[config.mk]
export PLATFORM = sky130hd
export DESIGN_NAME = serial_cmp
export DESIGN_NICKNAME = d
export VERILOG_FILES = /design/src/rtl/serial_cmp.sv
export SDC_FILE = /design/constraint.sdc
export NUM_CORES = 1
export LEC_CHECK = 0
export ABC_AREA = 1
export CORE_MARGIN = 10
export CORE_UTILIZATION = 35
export DETAILED_ROUTE_END_ITERATION = 8
export MAX_ROUTING_LAYER = met4
export PLACE_DENSITY = 0.62
export SLEW_MARGIN = 20
export SYNTH_ARGS = -nofsm -noshare
export SYNTH_HDL_FRONTEND = slang
export SYNTH_SLANG_ARGS = --single-unit
[constraint.sdc]
create_clock -name CLK -period 2 [get_ports CLK]
set_input_delay 0.4 -clock CLK [delete_from_list [all_inputs] [get_ports CLK]]
set_output_delay 0.4 -clock CLK [all_outputs]
set_load 0.05 [all_outputs]
[src/rtl/serial_cmp.sv]
// Digit-serial magnitude comparator: evaluates I0 - I1 one DIGIT-bit slice per cycle, LSB first.
// Optional FLAGS output {N,V,C,Z} is enabled by defining MANTLE_CMP_FLAGS_EN.
module serial_cmp #(
  parameter int WIDTH = 16,
  parameter int DIGIT = 4
) (
  input  logic             CLK,
  input  logic             RESET,
  input  logic [WIDTH-1:0] I0,
  input  logic [WIDTH-1:0] I1,
  input  logic [2:0]       OP,
  input  logic             VALID_IN,
  output logic             READY_IN,
  output logic             O,
  output logic             VALID_OUT,
  input  logic             READY_OUT
`ifdef MANTLE_CMP_FLAGS_EN
  ,
  output logic [3:0]       FLAGS
`endif
);

  localparam int K  = WIDTH / DIGIT;
  localparam int CW = (K > 1) ? $clog2(K) : 1;

  localparam logic [1:0] S_IDLE = 2'd0;
  localparam logic [1:0] S_RUN  = 2'd1;
  localparam logic [1:0] S_DONE = 2'd2;

  function automatic logic mode_result(input logic [2:0] op, input logic n, input logic v,
                                       input logic c, input logic z);
    logic r;
    case (op)
      3'd0:    r = z;
      3'd1:    r = ~z;
      3'd2:    r = ~c;
      3'd3:    r = ~c | z;
      3'd4:    r = c & ~z;
      3'd5:    r = c;
      3'd6:    r = n ^ v;
      3'd7:    r = (n ^ v) | z;
      default: r = 1'b0;
    endcase
    return r;
  endfunction

  logic [1:0]       state_r;
  logic [WIDTH-1:0] a_r;
  logic [WIDTH-1:0] b_r;
  logic [2:0]       op_r;
  logic             carry_r;
  logic             eq_r;
  logic [CW-1:0]    cnt_r;
  logic             ready_r;
  logic             valid_r;
  logic             o_r;
`ifdef MANTLE_CMP_FLAGS_EN
  logic [3:0]       flags_r;
`endif

  logic [DIGIT-1:0] a_d_s;
  logic [DIGIT-1:0] b_d_s;
  logic [DIGIT:0]   sum_s;
  logic             c_s;
  logic             z_s;
  logic             n_s;
  logic             v_s;
  logic             last_s;

  // One slice of the subtract chain plus the flags it would produce if it were the top digit
  always_comb begin
    a_d_s  = a_r[DIGIT-1:0];
    b_d_s  = b_r[DIGIT-1:0];
    sum_s  = {1'b0, a_d_s} + {1'b0, ~b_d_s} + {{DIGIT{1'b0}}, carry_r};
    c_s    = sum_s[DIGIT];
    z_s    = eq_r & (a_d_s == b_d_s);
    n_s    = sum_s[DIGIT-1];
    v_s    = (a_d_s[DIGIT-1] != b_d_s[DIGIT-1]) & (n_s != a_d_s[DIGIT-1]);
    last_s = (cnt_r == CW'(K - 1));
  end

  // Control FSM and datapath registers; handshake outputs are registered alongside the state
  always_ff @(posedge CLK or posedge RESET) begin
    if (RESET) begin
      state_r <= S_IDLE;
      a_r     <= '0;
      b_r     <= '0;
      op_r    <= 3'd0;
      carry_r <= 1'b0;
      eq_r    <= 1'b0;
      cnt_r   <= '0;
      ready_r <= 1'b1;
      valid_r <= 1'b0;
      o_r     <= 1'b0;
`ifdef MANTLE_CMP_FLAGS_EN
      flags_r <= 4'b0000;
`endif
    end else begin
      case (state_r)
        S_IDLE: begin
          if (VALID_IN && ready_r) begin
            a_r     <= I0;
            b_r     <= I1;
            op_r    <= OP;
            carry_r <= 1'b1;
            eq_r    <= 1'b1;
            cnt_r   <= '0;
            ready_r <= 1'b0;
            state_r <= S_RUN;
          end
        end
        S_RUN: begin
          carry_r <= c_s;
          eq_r    <= z_s;
          a_r     <= a_r >> DIGIT;
          b_r     <= b_r >> DIGIT;
          cnt_r   <= cnt_r + CW'(1);
          if (last_s) begin
            o_r     <= mode_result(op_r, n_s, v_s, c_s, z_s);
`ifdef MANTLE_CMP_FLAGS_EN
            flags_r <= {n_s, v_s, c_s, z_s};
`endif
            valid_r <= 1'b1;
            state_r <= S_DONE;
          end
        end
        S_DONE: begin
          if (READY_OUT) begin
            valid_r <= 1'b0;
            ready_r <= 1'b1;
            state_r <= S_IDLE;
          end
        end
        default: begin
          valid_r <= 1'b0;
          ready_r <= 1'b1;
          state_r <= S_IDLE;
        end
      endcase
    end
  end

  assign READY_IN  = ready_r;
  assign VALID_OUT = valid_r;
  assign O         = o_r;
`ifdef MANTLE_CMP_FLAGS_EN
  assign FLAGS     = flags_r;
`endif

endmodule

; Yosys cells after proc, flatten, opt, wreduce, memory -nomap -nowiden
; Index checks and enable logic that the tools add are counted.
[totals]
regBits = 44
inputBits = 39
output_inout_bits = 3
wordCells = 70
[op_classes]
addsub = 3
n_eq_ne = 16
n_mux = 20
bitwise = 11
n_reduce_logical = 10
[op_table]
columns = op, n
row1 = $pmux 16 s2, 2
row2 = $mux 16, 2
row3 = $eq 3x3->1 const B, 4
row4 = $reduce_and 3->1, 3
row5 = $mux 2, 4
row6 = $pmux 1 s8, 1
row7 = $eq 3x2->1 const B, 2
row8 = $ne 2x2->1 const B, 3
row9 = $pmux 1 s3, 2
row10 = $pmux 2 s3, 1
row11 = $reduce_and 2->1, 3
row12 = $add 4x4->5, 1
row13 = $add 5x1->5, 1
row14 = $mux 1, 5
row15 = $eq 2x2->1 const B, 2
row16 = $eq 4x4->1, 1
row17 = $not 1->1, 4
row18 = $not 4->4, 1
row19 = $pmux 1 s2, 2
row20 = $pmux 2 s2, 1
row21 = $and 1x1->1, 3
row22 = $eq 3x1->1 const B, 1
row23 = $logic_not 3->1, 1
row24 = $add 2x1->2 const B, 1
row25 = 7 further kinds, 9

; Logic depth before layout (Yosys ltp)
; Gate-level depths: netlist of the first run.
[depth]
word_depth = 8
depth_mapped = 10
depth_no_buf = 10

; Worst setup path after synthesis of the first run
; Ideal clock, no wire load.
[synth_timing]
path_kind = reg-to-reg
startpoint = reg ready_r, in the netlist READY_IN
endpoint = reg a_r[12]
setup_time_ns = 0.121
arrival_time_ns = 1.571
t_required_ns = 1.879
path_slack_ns = 0.308
path_stages_with_launch = 8
path_buffers = 1
period_less_slack_ns = 1.692
path_cell_list = dfstp_2 > nand2_1 > nor3_4 > inv_2 > nand2_4 > inv_2 > buf_6 > a22o_1
[synth_via]
elab_chain_len = 3
[synth_lines]
columns = item, line
row1 = start: declaration, 54  ; logic ready_r;
row2 = start signal: assignment, 92  ; ready_r <= 1'b1;
row3 = start signal: assignment, 108  ; ready_r <= 1'b0;
row4 = start signal: assignment, 130  ; ready_r <= 1'b1;
row5 = $logic_and 1x1->1, 101  ; if (VALID_IN && ready_r) begin
row6 = $ne 2x2->1 (no source line), --
row7 = $reduce_and 2->1 (no source line), --
row8 = end signal: assignment, 115  ; a_r <= a_r >> DIGIT;
row9 = end: declaration, 48  ; logic [WIDTH-1:0] a_r;
; No other way between the ends.
; A chain may end at the register's enable or synchronous reset.

; Final worst setup path of the first run
[layout_timing]
startpoint = reg a_r[1]
endpoint = reg o_r, in the netlist O
[layout_via]
elab_chain_len = 7
elab_cells_between_ends = 13
classes_between = add/sub: 2 / eq/ne: 2 / mux: 1 / bitwise: 8
[layout_lines]
columns = item, line
row1 = $add 4x4->5, 74  ; sum_s = {1'b0, a_d_s} + {1'b0, ~b_d_s} + {{DIGIT{1'b0}}, carry_r};
row2 = $add 5x1->5, 74
row3 = $ne 1x1->1, 78  ; v_s = (a_d_s[DIGIT-1] != b_d_s[DIGIT-1]) & (n_s != a_d_s[DIGIT-1]);
row4 = $and 1x1->1, 78
row5 = $xor 1x1->1, "40, 41"
row6 = $or 1x1->1, 41  ; 3'd7: r = (n ^ v) | z;
row7 = $pmux 1 s8 *, 33  ; case (op)
row8 = end signal: assignment, 119  ; o_r <= mode_result(op_r, n_s, v_s, c_s, z_s);
row9 = end: declaration, 56  ; logic o_r;
; Mark *: on every way between the ends. The rest lies on a longest branch, timed or not.

==> results.py, run 1 <==
metrics = {
    "outcome": {
        "status": "finished, final reports clean",
    },
    "route": {
        "drt_iter0_markers": 96,
        "antenna_left": 0,
        "avgViaCountPerCell": 4.889,
        "firstDrtPassIters": 4,
        "wirelength_um": 4856,
        "dr_total_vias": 1716,
        "wl_per_cell_um": 13.83,
        "drc": 0,
    },
    "die": {
        "core_mm2": 0.005991,
        "die_y_um": 98.92,
        "start_util": 0.3638,
        "dieArea_mm2": 0.009784,
        "fp-row-count": 28,
        "pin_count": 42,
        "die_w_um": 98.92,
    },
    "sta": {
        "rsz0062_at_grt": "false",
        "period_minus_slack_ns": 1.685,
        "maxSlewHeadroom": 0.6821,
        "fmax_mhz": 593.5,
        "drv_slew": 0,
        "final-setup-viol-count": 0,
        "hold_viol_final": 0,
        "fin_skew_ns": 0.005458,
        "fin_crit_sh": 0.8424,
        "holdWs_ns": 0.4051,
        "fin_ws_ns": 0.3152,
        "final.setup.tns_ns": 0,
        "worst_pin_slew_ns": 0.4762,
    },
    "setup_path": {
        "crit_fanout": 3,
        "rrSetupSlack_ns": 0.32,
        "critical_path_required_ns": 2.18,
        "crit_family": "adder cells",
        "crit_chain": "ha_1 -> nand3_1 -> nand3_1 -> a21oi_1 -> fa_1 -> nand2_1 -> nand2_1 -> nand2_1 -> a21oi_1",
        "crit_type": "register to register",
        "cp.arrival_ns": 1.86,
        "cpMaxStageDelayCell": "dfrtp_1",
        "start_kind": "register",
        "setup.worst_path.end_class": "register",
        "crit_top_cell": "nand2_1",
        "cpPeakStageDelay_ns": 0.40,
        "cp_num_buf_inv": 0,
    },
    "final_layout": {
        "final_area_mm2": 0.002775,
        "final_cell_mix": "dfrtp_1, clkdlybuf4s50_1, nor2_1",
        "final_util": 0.4632,
        "drive_gt1_frac": 0.1522,
        "layout.nets": 320,
        "n_antenna_cell": 0,
        "area_growth_syn_to_layout_pct": 27.32,
        "final_common_cell": "dfrtp_1",
        "fin_cells": 351,
    },
    "cts": {
        "ctsHoldBuffers": 0,
        "cts_tree": "yes",
        "clk_latency_ns": 0.29,
        "cts_root_buffer": "clkbuf_8",
        "cts_made_buffers": 5,
        "cts_sinks": 44,
        "cts_max_path_buffers": 2,
        "cts_max_level": 2,
        "cts_resized": 0,
        "path_clk_slew_ns": 0.08,
        "post-cts-setup-buffers": 0,
    },
    "synth": {
        "synth_top_cell_area_share": 0.4937,
        "synth_seq_cells": 44,
        "ys_types": 27,
        "yosysWarningCount": 0,
        "synthFlopType": "dfrtp_1",
        "synth.area.top_cells": "dfrtp_1, a211oi_2, nor3_1",
        "async_flop_share": 1.000,
        "ys_seq_area_frac": 0.5057,
        "synth_edf_count": 0,
        "synth_compound_area_frac": 0.1854,
        "synth_xor_xnor_area_share": 0,
        "synth.mux.area_fraction": 0,
        "synth_cells": 229,
        "yosys.area.top_type": "dfrtp_1",
        "yosys.area_share.simple": 0.1831,
        "syn_area_mm2": 0.002180,
        "synth_fp_nets": 274,
        "yosys.area_share.adder": 0.03789,
        "syn_area_per_cell_um2": 9.518,
        "synth_top_family_by_area": "compound AO/OA/AOI/OAI gates",
    },
    "power_and_ir_drop": {
        "power_mw": 4.426,
        "p_leak_nw": 1.254,
        "ir_worst_vdd_v": 0.0006616,
        "power_density_mw_per_mm2": 1595,
    },
    "min_path": {
        "hold_path.class": "input port to async pin",
    },
    "grt": {
        "grt_first_pass_wirelength_um": 8500,
        "grt-ovfl-total": 0,
        "antenna_found_initial": 0,
        "grt_start_max_net_pins": 32,
        "grt_pass1_vias": 1837,
        "grt_use_total": 0.1067,
    },
    "flow_run": {
        "max_cap_violations": 0,
    },
    "placed_design": {
        "port_buffers": 41,
        "routabilityCongestion": 0.7849,
        "dp_cells": 343,
        "pre_cts_slack_ns": 0.1433,
        "hpwl_um": 3608,
        "place_area_mm2": 0.002668,
    },
}
[worst min-delay path, stage by stage]
cell and delay [ns]:
clkdlybuf4s50_1 0.40, clkinv_1 0.06, buf_4 0.20
[logic make-up after synthesis]
kind of cell / Yosys count
AOI/OAI and AO/OA: 49
adders and majority gates: 6
buffers and inverters: 41
DFF: 44
and+or+nand+nor: 89
[cells in the mapped netlist, drive strengths merged (2+ instances only)]
master   n
nand3    3
nor3    28
or2      2
clkbuf   2
a22o     7
buf      9
a21oi    6
a211oi  21
dfrtp   43
o22ai    3
nand2   26
ha       5
o21ai    9
inv     30
nor2    29
[routing by layer]
layer,vias to the layer above,part of all wire,global-route usage
li1,862,-,-
met1,821,0.47,0.1237
met2,26,0.49,0.1764
met3,7,0.021,0.02304
met4,0,0.016,0.03969
met5,-,0,-
[worst paths after layout]
kind,startpoint,to,cells after the start
worst max-delay path,a_r[1],O,9
worst max register to register,a_r[1],O,9
worst min-delay path,RESET,b_r[13],3
max in group asynchronous,RESET,READY_IN,3
worst min register to register,b_r[15],b_r[15],2
min in group CLK,b_r[15],b_r[15],2
[sequential cells by signal (all words and copies together) (netlist names)]
| name | count |
|---|---|
| cnt_r | 2 |
| O | 1 |
| b_r | 16 |
| carry_r | 1 |
| a_r | 16 |
| READY_IN | 1 |
| VALID_OUT | 1 |
| state_r | 2 |
| op_r | 3 |
| eq_r | 1 |
[report_power, final]
group,switching (mW),internal (mW),total (mW)
clock network,0.298,0.371,0.669
registers,0.240,1.35,1.59
logic,1.27,0.899,2.17
total,1.81,2.62,4.43
[layout make-up]
class	count	area (µm²)
Fill cell	589	3216
Sequential cell	44	1102
Multi-Input combinational cell	144	888.4
Timing Repair Buffer	50	470.5
Inverter	30	112.6
Tap cell	75	93.84
Clock buffer	6	72.57
Clock inverter	2	35.03
No activity file was read; power rests on OpenSTA's default activity.
==> run 2, diff against run 1 <==
--- a/config.mk
+++ b/config.mk
@@ -10,7 +10,7 @@
 export CORE_UTILIZATION = 35
 export DETAILED_ROUTE_END_ITERATION = 8
 export MAX_ROUTING_LAYER = met4
-export PLACE_DENSITY = 0.62
+export PLACE_DENSITY = 0.64
 export SLEW_MARGIN = 20
 export SYNTH_ARGS = -nofsm -noshare
 export SYNTH_HDL_FRONTEND = slang
==> constraint.sdc (replaced) <==
create_clock -name CLK -period 1.4 [get_ports CLK]
set_input_delay 0.28 -clock CLK [delete_from_list [all_inputs] [get_ports CLK]]
set_output_delay 0.28 -clock CLK [all_outputs]
set_load 0.05 [all_outputs]
==> run 2 against run 1 <==
Compared with the run above:
- the run now ends with setup timing left
- sequential share of layout area decreased by 6.9 points
- core utilization rose by 9.7 points
- critical path depth stayed put
- global-route usage is 0.40 points higher
- largest cell class is now multi-input combinational cells
- largest power group unchanged
- highest routed layer unchanged
==> results.py, run 2 (synthesized netlist as in run 1, its figures left out) <==
metrics = {
    "sta": {
        "hold_viol_final": 0,
        "fin_ws_ns": -0.2224,
        "final.setup.tns_ns": -0.3054,
        "fin_skew_ns": 0.009413,
        "rsz0062_at_grt": "true",
        "drv_slew": 0,
        "worst_pin_slew_ns": 0.3533,
        "final-setup-viol-count": 7,
        "fin_crit_sh": 1.159,
        "period_minus_slack_ns": 1.622,
        "fmax_mhz": 616.4,
        "maxSlewHeadroom": 0.7627,
    },
    "grt": {
        "grt_first_pass_wirelength_um": 8776,
        "grt-ovfl-total": 0,
        "grt_start_max_net_pins": 39,
        "antenna_found_initial": 0,
        "grt_use_total": 0.1107,
        "grt_pass1_vias": 1848,
    },
    "power_and_ir_drop": {
        "swShare": 0.4111,
        "internal_power_mw": 4.854,
        "power_density_mw_per_mm2": 2454,
        "p_leak_nw": 1.455,
        "switching_power_mw": 3.389,
        "clkPwrFrac": 0.126,
        "ir_worst_vdd_v": 0.001118,
        "combPwrFrac": 0.588,
        "seqPwrFrac": 0.286,
        "power_mw": 8.242,
    },
    "final_layout": {
        "n_antenna_cell": 0,
        "final_area_mm2": 0.003358,
        "layout.nets": 338,
        "drive_gt1_frac": 0.3946,
        "area_growth_syn_to_layout_pct": 54.08,
        "final_common_cell": "dfrtp_1",
        "top_regs": "a_r: 16 flops, b_r: 16 flops, op_r: 3 flops",
        "multi_input_area_mm2": 0.001167,
        "regArea_mm2": 0.001102,
        "final_cell_mix": "dfrtp_1, clkdlybuf4s50_1, inv_1",
        "fillers": 504,
        "final_util": 0.5606,
    },
    "cts": {
        "cts_max_level": 2,
        "cts_tree": "yes",
        "cts_root_buffer": "clkbuf_8",
        "cts_made_buffers": 5,
        "path_clk_slew_ns": 0.08,
        "cts_max_path_buffers": 2,
        "clk_latency_ns": 0.30,
        "ctsHoldBuffers": 0,
        "cts_sinks": 44,
    },
    "placed_design": {
        "pre_cts_slack_ns": -0.3160,
        "hpwl_um": 3760,
        "routabilityCongestion": 0.8043,
        "place_area_mm2": 0.002848,
        "port_buffers": 41,
    },
    "die": {
        "core_mm2": 0.005991,
        "pin_count": 42,
        "fp-row-count": 28,
        "die_y_um": 98.92,
        "die_w_um": 98.92,
        "dieArea_mm2": 0.009784,
        "start_util": 0.3638,
    },
    "outcome": {
        "status": "complete, but fails checks",
        "violations": "setup timing",
    },
    "setup_path": {
        "crit_fanout": 3,
        "critical_path_required_ns": 1.59,
        "crit_type": "register to register",
        "start_kind": "register",
        "setup.worst_path.end_class": "register",
        "cp.arrival_ns": 1.81,
    },
    "flow_run": {
        "max_cap_violations": 0,
    },
    "route": {
        "wirelength_um": 5655,
        "antenna_left": 0,
        "firstDrtPassIters": 4,
        "dr_total_vias": 1821,
        "avgViaCountPerCell": 4.935,
        "drt_iter0_markers": 127,
        "wl_per_cell_um": 15.33,
        "drc": 0,
    },
    "min_path": {
        "hold_path.class": "input port to async pin",
    },
}
==> run 2: changes by cell type in the layout (fill, tap and decap cells not counted), sizes merged <==
cell	delta
inv	+1
clkbuf	+1
clkinv	+1
buf	+15
==> run 2: layout make-up <==
class                   instances  area share
inverters                      30     0.03726
repair inverters                2    0.006706
repair buffers                 66      0.2161
clock buffers                   6     0.02459
well taps                      75     0.02794
flip-flops and latches         44      0.3282
multi-input cells             144      0.3476
clock inverters                 2     0.01155
==> run 2: critical path, stage by stage (launching register included) <==
cell,delay [ns]
dfrtp_1,0.44
ha_4,0.30
nand3_2,0.06
nand3_2,0.08
a21oi_2,0.07
fa_2,0.33
nand2_1,0.06
nand2_1,0.06
nand2_2,0.06
a21oi_2,0.05
==> run 2: power groups by stage <==
stage	combinational [mW]	clock, mW	sequential (mW)
detailed placement	3.62	0	2.33
floorplan	2.53	0	2.38
CTS	3.74	1.06	2.31
global placement	3.54	0	2.31
finish	4.84	1.04	2.36
global route	5.32	1.10	2.43
==> run 2: routing by layer <==
metal | up-vias | track usage | share of wire
li1 | 905 | - | -
met1 | 885 | 0.1336 | 0.47
met2 | 26 | 0.1809 | 0.50
met3 | 5 | 0.01885 | 0.023
met4 | 0 | 0.03969 | 0.012
met5 | - | - | 0
==> run 2: through the flow <==
step,hold WS [ns],instances
floorplan,0.3966,229
global placement,0.4647,352
detailed placement,0.4686,352
CTS,0.1898,360
global route,0.2092,369
finish,0.1959,369
==> run 2: path summary, 6_finish.rpt <==
check | start | endpoint | slack, ns | depth (start not counted)
max in group asynchronous | RESET | op_r[0] | 0.75 | 3
min | RESET | state_r[1] | 0.20 | 2
min in group CLK | b_r[15] | b_r[15] | 0.49 | 2
min reg2reg | b_r[15] | b_r[15] | 0.49 | 2
max reg2reg | a_r[1] | O | -0.22 | 9
max | a_r[1] | O | -0.22 | 9
==> run 2: timing repair <==
item	in CTS	in global routing
buffers inserted	0	6
endpoints found under the setup margin	22	24
pin swaps	1	11
cloned	0	3
gates resized for setup	13	49
==> run 3, diff against run 2 <==
--- a/config.mk
+++ b/config.mk
@@ -8,6 +8,7 @@
 export ABC_AREA = 1
 export CORE_MARGIN = 10
 export CORE_UTILIZATION = 35
+export CTS_BUF_LIST = sky130_fd_sc_hd__clkbuf_4 sky130_fd_sc_hd__clkbuf_8 sky130_fd_sc_hd__clkbuf_16
 export DETAILED_ROUTE_END_ITERATION = 8
 export MAX_ROUTING_LAYER = met4
 export PLACE_DENSITY = 0.64
==> results of run 3 <==
No change in the layout: final DEF, timing and power equal those of run 2.
